File: src/rtl/j_power_stim_ctrl_if.sv
// Stimulus/result bus between the power-stimulus controller and its driver.
// The slave modport is the controller side; master is the driver/array side.
interface j_power_stim_ctrl_if #(
  parameter int NUM_LANES  = 8,
  parameter int LANE_WIDTH = 32
);
  localparam int W = NUM_LANES * LANE_WIDTH;

  logic                 start;
  logic [1:0]           mode;
  logic [15:0]          run_len;
  logic [W-1:0]         stim_data;
  logic                 stim_valid;
  logic [W-1:0]         result_in;
  logic [NUM_LANES-1:0] result_en_in;
  logic                 result_xor;
  logic                 result_en_xor;
  logic                 busy;
  logic                 done;
  logic [15:0]          cycle_count;

  modport master (
    output start, mode, run_len, result_in, result_en_in,
    input  stim_data, stim_valid, result_xor, result_en_xor, busy, done, cycle_count
  );

  modport slave (
    input  start, mode, run_len, result_in, result_en_in,
    output stim_data, stim_valid, result_xor, result_en_xor, busy, done, cycle_count
  );
endinterface

File: src/rtl/j_power_stim_ctrl.sv
// Drives run_len cycles of a chosen activity pattern into an array, then drains results for DRAIN_CYCLES.
// Stimulus and result reductions are registered (1-cycle latency); start is only honoured in IDLE.
module j_power_stim_ctrl #(
  parameter int          NUM_LANES    = 8,
  parameter int          LANE_WIDTH   = 32,
  parameter int          DRAIN_CYCLES = 64,
  parameter logic [31:0] SEED         = 32'hACE1_2468
) (
  input  logic              clk,
  input  logic              reset,
  j_power_stim_ctrl_if.slave bus
);
  localparam int          W          = NUM_LANES * LANE_WIDTH;
  localparam logic [31:0] TAPS       = 32'h8020_0003;
  localparam logic [15:0] DRAIN_LAST = 16'(DRAIN_CYCLES - 1);

  typedef enum logic [1:0] {IDLE, RUN, DRAIN, DONE} state_t;

  state_t      state, state_next;
  logic        accept, run_last;
  logic [1:0]  mode_q;
  logic [15:0] run_len_q;
  logic [15:0] drain_cnt;
  logic [15:0] cycle_count;
  logic [W-1:0] stim_data, stim_first, stim_step;
  logic        result_xor, result_en_xor, result_xor_d;
  logic [31:0] lfsr      [NUM_LANES];
  logic [31:0] lfsr_seed [NUM_LANES];
  logic [31:0] lfsr_step [NUM_LANES];

  function automatic logic [31:0] galois_step(input logic [31:0] s);
    return s[0] ? ((s >> 1) ^ TAPS) : (s >> 1);
  endfunction

  // Per-lane seeds are spread with the golden-ratio constant so lanes decorrelate.
  for (genvar g = 0; g < NUM_LANES; g++) begin : g_lane
    localparam logic [31:0] MIX = SEED ^ (32'(g) * 32'h9E37_79B9);
    assign lfsr_seed[g] = (MIX == 32'h0) ? 32'h1 : MIX;
    assign lfsr_step[g] = galois_step(lfsr[g]);
  end

  always_ff @(posedge clk) begin
    if (reset) state <= IDLE;
    else       state <= state_next;
  end

  always_comb begin
    state_next = state;
    accept     = 1'b0;
    run_last   = 1'b0;
    case (state)
      IDLE: begin
        if (bus.start) begin
          accept     = 1'b1;
          state_next = (bus.run_len != 16'd0) ? RUN : DRAIN;
        end
      end
      RUN: begin
        if (cycle_count == run_len_q - 16'd1) begin
          run_last   = 1'b1;
          state_next = DRAIN;
        end
      end
      DRAIN:   if (drain_cnt == DRAIN_LAST) state_next = DONE;
      DONE:    state_next = IDLE;
      default: state_next = IDLE;
    endcase
  end

  // First pattern uses the live mode (the cycle of acceptance); later steps use the latched mode.
  always_comb begin
    stim_first = '0;
    stim_step  = '0;
    case (bus.mode)
      2'b01: stim_first = '1;
      2'b10: for (int l = 0; l < NUM_LANES; l++)
               stim_first[l*LANE_WIDTH +: LANE_WIDTH] = lfsr_seed[l][LANE_WIDTH-1:0];
      2'b11: stim_first = W'(1);
      default: stim_first = '0;
    endcase
    case (mode_q)
      2'b01: stim_step = ~stim_data;
      2'b10: for (int l = 0; l < NUM_LANES; l++)
               stim_step[l*LANE_WIDTH +: LANE_WIDTH] = lfsr_step[l][LANE_WIDTH-1:0];
      2'b11: stim_step = (stim_data << 1) | (stim_data >> (W - 1));
      default: stim_step = '0;
    endcase
  end

  always_comb begin
    result_xor_d = 1'b0;
    for (int l = 0; l < NUM_LANES; l++)
      if (bus.result_en_in[l])
        result_xor_d = result_xor_d ^ (^bus.result_in[l*LANE_WIDTH +: LANE_WIDTH]);
  end

  always_ff @(posedge clk) begin
    if (reset) begin
      stim_data     <= '0;
      mode_q        <= 2'b00;
      run_len_q     <= 16'd0;
      cycle_count   <= 16'd0;
      drain_cnt     <= 16'd0;
      result_xor    <= 1'b0;
      result_en_xor <= 1'b0;
      for (int l = 0; l < NUM_LANES; l++) lfsr[l] <= lfsr_seed[l];
    end else begin
      result_xor    <= result_xor_d;
      result_en_xor <= |bus.result_en_in;
      if (accept) begin
        mode_q      <= bus.mode;
        run_len_q   <= bus.run_len;
        cycle_count <= 16'd0;
        drain_cnt   <= 16'd0;
        stim_data   <= (bus.run_len != 16'd0) ? stim_first : '0;
        for (int l = 0; l < NUM_LANES; l++) lfsr[l] <= lfsr_seed[l];
      end else if (state == RUN) begin
        cycle_count <= (cycle_count == 16'hFFFF) ? cycle_count : cycle_count + 16'd1;
        stim_data   <= run_last ? '0 : stim_step;
        for (int l = 0; l < NUM_LANES; l++) lfsr[l] <= lfsr_step[l];
      end else if (state == DRAIN) begin
        drain_cnt <= drain_cnt + 16'd1;
      end
    end
  end

  assign bus.stim_data     = stim_data;
  assign bus.stim_valid    = (state == RUN);
  assign bus.busy          = (state == RUN) || (state == DRAIN);
  assign bus.done          = (state == DONE);
  assign bus.cycle_count   = cycle_count;
  assign bus.result_xor    = result_xor;
  assign bus.result_en_xor = result_en_xor;
endmodule

File: src/flat_wrapper.sv
// flat-port wrapper written by rule: the top's interface ports become plain ports
module j_power_stim_ctrl_flat 
#(
  parameter int          NUM_LANES    = 8,
  parameter int          LANE_WIDTH   = 32,
  parameter int          DRAIN_CYCLES = 64,
  parameter logic [31:0] SEED         = 32'hACE1_2468
)
  (clk, reset, bus_start, bus_mode, bus_run_len, bus_result_in, bus_result_en_in, bus_stim_data, bus_stim_valid, bus_result_xor, bus_result_en_xor, bus_busy, bus_done, bus_cycle_count);
  j_power_stim_ctrl_if #(.NUM_LANES(NUM_LANES), .LANE_WIDTH(LANE_WIDTH)) bus_i ();
  input  logic clk;
  input  logic reset;
  input wire logic [$bits(bus_i.start)-1:0] bus_start;
  input wire logic [$bits(bus_i.mode)-1:0] bus_mode;
  input wire logic [$bits(bus_i.run_len)-1:0] bus_run_len;
  input wire logic [$bits(bus_i.result_in)-1:0] bus_result_in;
  input wire logic [$bits(bus_i.result_en_in)-1:0] bus_result_en_in;
  output wire logic [$bits(bus_i.stim_data)-1:0] bus_stim_data;
  output wire logic [$bits(bus_i.stim_valid)-1:0] bus_stim_valid;
  output wire logic [$bits(bus_i.result_xor)-1:0] bus_result_xor;
  output wire logic [$bits(bus_i.result_en_xor)-1:0] bus_result_en_xor;
  output wire logic [$bits(bus_i.busy)-1:0] bus_busy;
  output wire logic [$bits(bus_i.done)-1:0] bus_done;
  output wire logic [$bits(bus_i.cycle_count)-1:0] bus_cycle_count;
  assign bus_i.start = bus_start;
  assign bus_i.mode = bus_mode;
  assign bus_i.run_len = bus_run_len;
  assign bus_i.result_in = bus_result_in;
  assign bus_i.result_en_in = bus_result_en_in;
  assign bus_stim_data = bus_i.stim_data;
  assign bus_stim_valid = bus_i.stim_valid;
  assign bus_result_xor = bus_i.result_xor;
  assign bus_result_en_xor = bus_i.result_en_xor;
  assign bus_busy = bus_i.busy;
  assign bus_done = bus_i.done;
  assign bus_cycle_count = bus_i.cycle_count;
  j_power_stim_ctrl #(.NUM_LANES(NUM_LANES), .LANE_WIDTH(LANE_WIDTH), .DRAIN_CYCLES(DRAIN_CYCLES), .SEED(SEED)) u_core (.clk(clk), .reset(reset), .bus(bus_i));
endmodule
File: config.mk
export PLATFORM = sky130hd
export DESIGN_NAME = j_power_stim_ctrl_flat
export DESIGN_NICKNAME = d
export VERILOG_FILES = /design/src/rtl/j_power_stim_ctrl_if.sv /design/src/rtl/j_power_stim_ctrl.sv /design/src/flat_wrapper.sv
export SDC_FILE = /design/constraint.sdc
export NUM_CORES = 1
export LEC_CHECK = 0
export BUFFER_PORTS_ARGS = -buffer_cell sky130_fd_sc_hd__buf_4
export CORE_MARGIN = 2
export CORE_UTILIZATION = 58
export CTS_BUF_LIST = sky130_fd_sc_hd__clkbuf_8
export CTS_CLUSTER_DIAMETER = 200
export DETAILED_ROUTE_END_ITERATION = 6
export PLACE_DENSITY = 0.83
export SETUP_SLACK_MARGIN = 0.5
export SLEW_MARGIN = 0
export SYNTH_ARGS = -nofsm -noshare
export SYNTH_HDL_FRONTEND = slang
export SYNTH_SLANG_ARGS = --single-unit
File: constraint.sdc
create_clock -name clk -period 5 [get_ports clk]
set_clock_uncertainty 0.05 [all_clocks]
set_input_delay 0.5 -clock clk [delete_from_list [all_inputs] [get_ports clk]]
set_output_delay 0.5 -clock clk [all_outputs]
set_load 0.005 [all_outputs]
# Yosys cells after proc, flatten, opt, wreduce, memory -nomap -nowiden
# Memory sizes are Yosys's and may differ from the RTL's.
# Cells that the tools add are included.
dict set report op_classes {
  n_reduce_logical 17
  eq_ne 15
  n_mux 56
  n_div 0
  magnitude_cmp 0
  shift 0
  n_bitwise 35
  n_addsub 3
  mul 0
}
# op n
set ops {}
lappend ops {{$pmux W256 S3} 2}
lappend ops {{$mux W256} 4}
lappend ops {{$mux W32} 24}
lappend ops {{$not A256 Y256} 1}
lappend ops {{$or A256 B1 Y256} 1}
lappend ops {{$reduce_xor A32 Y1} 8}
lappend ops {{$add A16 B1 Y16 const B} 2}
lappend ops {{$not A3 Y4} 8}
lappend ops {{$mux W1} 21}
lappend ops {{$eq A16 B16 Y1} 1}
lappend ops {{$eq A16 B16 Y1 const B} 1}
lappend ops {{$eq A16 B6 Y1 const B} 1}
lappend ops {{$or A1 B1 Y1} 16}
lappend ops {{$reduce_bool A16 Y1} 1}
lappend ops {{$sub A16 B1 Y16 const B} 1}
lappend ops {{$eq A2 B2 Y1 const B} 6}
lappend ops {{$mux W2} 4}
lappend ops {{$pmux W2 S4} 1}
lappend ops {{$reduce_or A8 Y1} 1}
lappend ops {{$xor A1 B1 Y1} 7}
lappend ops {{$eq A2 B1 Y1 const B} 3}
lappend ops {{$ne A2 B1 Y1 const B} 2}
lappend ops {{$reduce_and A2 Y1} 2}
lappend ops {{$reduce_and A3 Y1} 1}
lappend ops {{6 further kinds} 7}
dict set report word_totals {
  in_bits 285
  mem_bits_rw 256
  ff_bits 310
  wordCells 135
  mem_count 1
  output_inout_bits 277
  latchBits 0
  romBits 0
}
# memory depth width read_ports rd_clocked_by_memory_dff write_ports line
set memory_table {}
lappend memory_table {u_core.lfsr 8 32 8 0 8 j_power_stim_ctrl.sv:27} ;# logic [31:0] lfsr [NUM_LANES];

# Logic depth before layout (Yosys ltp)
dict set report logic_depth {
  word_depth 16
  ltp_mapped 15
  ltp_nobuf 11
}

# Worst setup path before layout
# No wires, ideal clock.
dict set report synth_timing {
  kind {register to register}
  from {reg u_core.state[0]}
  to {mem u_core.lfsr[4][0] (netlist: u_core.lfsr[1][0]) (enable)}
  path_buffers 2
  setup_slack_ns 1.178
  arrival_time_ns 3.313
  path_stages_with_launch 7
  synth_period_minus_slack_ns 3.822
  required_time_ns 4.491
  setup_time_ns 0.459
  cell_sequence {dfxtp_1 inv_1 ha_1 and2_1 clkbuf_1 clkbuf_1 or3_1}
}
# element line
set synth_rtl {}
lappend synth_rtl {{start: declaration} j_power_stim_ctrl.sv:19} ;# state_t state, state_next;
lappend synth_rtl {{start signal: assignment} j_power_stim_ctrl.sv:44} ;# else state <= state_next;
lappend synth_rtl {{end: declaration} j_power_stim_ctrl.sv:27}

# Final worst setup path
dict set report layout_timing {
  from {reg u_core.run_len_q[0]}
  to {reg u_core.stim_data[172] (netlist: u_core.bus.stim_data[172])}
}
dict set report layout_via {
  elab_chain_len 7
}
# element line
set layout_lines {}
lappend layout_lines {{start: declaration} j_power_stim_ctrl.sv:22} ;# logic [15:0] run_len_q;
lappend layout_lines {{start signal: assignment} j_power_stim_ctrl.sv:112} ;# run_len_q <= bus.run_len;
lappend layout_lines {{$sub A16 B1 Y16} j_power_stim_ctrl.sv:59} ;# if (cycle_count == run_len_q - 16'd1) begin
lappend layout_lines {{$eq A16 B16 Y1} j_power_stim_ctrl.sv:59}
lappend layout_lines {{$mux W1} j_power_stim_ctrl.sv:59}
lappend layout_lines {{$mux W1} j_power_stim_ctrl.sv:51} ;# case (state)
lappend layout_lines {{$mux W256} j_power_stim_ctrl.sv:119} ;# stim_data <= run_last ? '0 : stim_step;
lappend layout_lines {{$mux W256} j_power_stim_ctrl.sv:117} ;# end else if (state == RUN) begin
lappend layout_lines {{$mux W256} j_power_stim_ctrl.sv:110} ;# if (accept) begin
lappend layout_lines {{end signal: assignment} j_power_stim_ctrl.sv:115} ;# stim_data <= (bus.run_len != 16'd0) ? stim_first : '0;
lappend layout_lines {{end signal: assignment} j_power_stim_ctrl.sv:119}
lappend layout_lines {{end: declaration} j_power_stim_ctrl.sv:25} ;# logic [W-1:0] stim_data, stim_first, stim_step;
# No other way between the ends. The select of a mux whose other input is x is not followed.
# A chain may end at the register's enable or synchronous reset.

==> flow_metrics.tcl <==
set metrics [dict create \
    crit_arrival_ns 4.95 \
    dp_slack_ns 1.161 \
    grt_pass1_vias 23730 \
    cts_setup_buffers 0 \
    setup_viol 0 \
    gp_congestion 0.9038 \
    clk_latency_ns 0.71 \
    cts_root_buf "clkbuf_8" \
    r2r_end "u_core.bus.stim_data[172]$_SDFFE_PP0P_" \
    track_usage 0.3082 \
    clock_power_share 0.215 \
    synth_area_per_cell_sq_um 9.236 \
    synth.cell_area_sq_um 29760 \
    cap_violations 0 \
    antenna_found_initial 2 \
    finalNonFillerCells 4430 \
    multiInputGateArea_sq_um 15090 \
    overflow 0 \
    area_growth_pct 21.71 \
    hold_path_class "in -> reg" \
    fill_cells 3794 \
    cts_buffers 94 \
    drv_slew 128 \
    row_count 83 \
    post_drt_via_cell_ratio 5.729 \
    worst_ep_required_time_ns 5.53 \
    setup_ws_ns 0.5803 \
    holdPathStages 3 \
    drtPass1Iterations 5 \
    coreArea_sq_um 50990 \
    async_flop_share 0 \
    crit_fanout 214 \
    place_hpwl_um 52260 \
    drt_iter0_drc 2220 \
    outcome "complete, but fails checks" \
    start_util 0.5836 \
    ff_latch_area_sq_um 13580 \
    numClockSinks 566 \
    timing.final.crit_share 0.8839 \
    p_leak_nw 13.87 \
    tritoncts "yes" \
    synth_seq_cells 566 \
    min_to "u_core.run_len_q[6]$_SDFFE_PP0P_" \
    ys_types 47 \
    violations "slew limit" \
    max_freq_ghz 0.2263 \
    dominantRegCellSynth "dfxtp_1" \
    io_pins 562 \
    worstMarginPinSlew_ns 1.755 \
    ff2ff_setup_slack_ns 0.58 \
    power_frac_seq 0.377 \
    hp-start "bus_run_len[6]" \
    nets 3965 \
    final_util 0.7103 \
    switching_share 0.3876 \
    hold_viol_final 0 \
    synth_edf_count 224 \
    reg2reg_from "u_core.run_len_q[0]$_SDFFE_PP0P_" \
    synth_nets 3520 \
    synthCells 3222 \
    start_kind "flop" \
    drive_gt1_frac 0.2615 \
    max_slew_margin -0.1697 \
    die_w_um 230.5 \
    p_int_mw 11.59 \
    cts_hold_buf 18 \
    ant_nets 0 \
    p_switching_mw 7.337 \
    power_density_nw_per_um2 522.6 \
    num_vias 25380 \
    power_frac_comb 0.407 \
    setup_tns_ns 0 \
    dp.cells 4233 \
    clockBufferDepth 3 \
    path_class "reg -> reg" \
    cts.htree.levels 3 \
    drcViolationCount 0 \
    ff2ff_path_depth 12 \
    clkTransAtPathRegs_ns 0.07 \
    die_h_um 230.5 \
    rsz0062_at_grt "no" \
    end_kind "flop" \
    grt_first_pass_wirelength_um 131400 \
    drt_wl_total_um 84870 \
    cts_resized 0 \
    yosysSeqAreaShare 0.4561 \
    timing.final.crit_period_ns 4.420 \
    grt_max_degree 221 \
    ir_worst_vdd_mv 0.4450 \
    port_buffers 561 \
    wl_per_cell_um 19.16 \
    yosys_warnings 0 \
    finalPower_mw 18.93 \
    die_area_sq_um 53130 \
]
-- Yosys cell counts, types with 67 or more instances --
cell      number  area share
edfxtp_1     224        0.23
clkbuf_1     203       0.026
nand2_1      249       0.031
xor2_1        67       0.020
a21oi_1      244       0.041
xnor2_1      257       0.076
nor3_1       212       0.036
a22o_1        81       0.024
o21ai_0      184       0.031
nand2b_1     135       0.028
mux2_2       232       0.088
dfxtp_1      342        0.23
and2_1       100       0.021
nor2_1       399       0.050
-- final cells by class --
cell class,instances,share of cell area
multi-input cells,2370,0.4167
flip-flops and latches,566,0.3750
repair buffers,609,0.1301
clock buffers,116,0.04408
well taps,680,0.02349
clock inverters,61,0.007808
inverters,26,0.002695
diodes,2,0.0001382
-- power by group through the flow --
stage	logic [mW]	clock network [mW]	registers, mW
3_5_place_dp	7.64	0	7.18
5_1_grt	8.40	4.34	7.28
3_3_place_gp	7.44	0	7.16
6_report	7.71	4.08	7.14
2_1_floorplan	4.93	0	6.93
4_1_cts	7.70	4.13	7.10
-- registers in the layout, summed over array words and instances, names as in the netlist --
register and cells:
u_core.mode_q 2, u_core.lfsr 256, u_core.run_len_q 16, u_core.bus.result_en_xor 1, u_core.bus.cycle_count 16, u_core.state 2
u_core.drain_cnt 16, u_core.bus.result_xor 1, u_core.bus.stim_data 256
-- critical path, cell delays in order, from the launching register on --
cell and delay, ns:
dfxtp_1 0.39, inv_1 0.09, ha_1 0.31, or4b_1 0.56, nor4_1 0.30, xnor2_1 0.16, nand2_1 0.06, a211o_1 0.26
a2111oi_4 0.45, a21oi_4 0.11, buf_12 0.24, a21oi_1 0.54, nor3_1 0.09
-- worst max path at each step --
stage | start | to | slack, ns
4_1_cts | u_core.run_len_q[0]$_SDFFE_PP0P_ | u_core.bus.stim_data[31]$_SDFFE_PP0P_ | 1.16
6_report | u_core.run_len_q[0]$_SDFFE_PP0P_ | u_core.bus.stim_data[172]$_SDFFE_PP0P_ | 0.58
5_1_grt | u_core.run_len_q[0]$_SDFFE_PP0P_ | u_core.bus.stim_data[172]$_SDFFE_PP0P_ | 0.71
3_5_place_dp | u_core.run_len_q[0]$_SDFFE_PP0P_ | u_core.bus.stim_data[63]$_SDFFE_PP0P_ | 1.16
2_1_floorplan | u_core.state[0]$_SDFFE_PP0P_ | u_core.lfsr[1][0]$_SDFFCE_PN0P_ | 1.18
3_3_place_gp | u_core.run_len_q[0]$_SDFFE_PP0P_ | u_core.bus.stim_data[0]$_SDFFE_PP0P_ | 1.28
-- metrics by stage --
step	hold slack [ns]	cell area (sq um)
floorplan	0.3988	29760
global placement	0.4085	34150
detailed placement	0.4235	34150
CTS	0.004846	36210
global route	0.04578	36220
finish	0.04659	36220
-- logic make-up (layout without fill, tap and decap cells) --
logic type,Yosys count,count (layout),share of synthesized area
AO/OA/AOI/OAI,607,607,0.1238
other,0,2,0
XOR/XNOR,324,324,0.09536
buffers and inverters,286,812,0.03877
adder cells (fa/ha/maj),13,13,0.005466
flip-flops,566,566,0.4561
AND/OR/NAND/NOR,1160,1160,0.1812
multiplexers,266,266,0.09923
-- layer usage --
layer  wire length (um)  track usage
met1              32980       0.3805
met2              41260       0.5152
met3               5669      0.04434
met4               4968       0.1810
met5                  0            0
-- cell usage in the layout (no fill, tap or decap), types with 34 or more instances in the layout --
| master | n |
|---|---|
| buf_4 | 583 |
| nor2_1 | 398 |
| dfxtp_1 | 340 |
| xnor2_1 | 257 |
| nand2_1 | 248 |
| a21oi_1 | 244 |
| mux2_2 | 232 |
| edfxtp_1 | 224 |
| nor3_1 | 212 |
| o21ai_0 | 184 |
| nand2b_1 | 134 |
| clkbuf_8 | 116 |
| and2_1 | 100 |
| a22o_1 | 81 |
| xor2_1 | 67 |
| inv_1 | 57 |
| a221oi_1 | 42 |
| mux2i_1 | 34 |
Power figures use the tool's default switching activity.
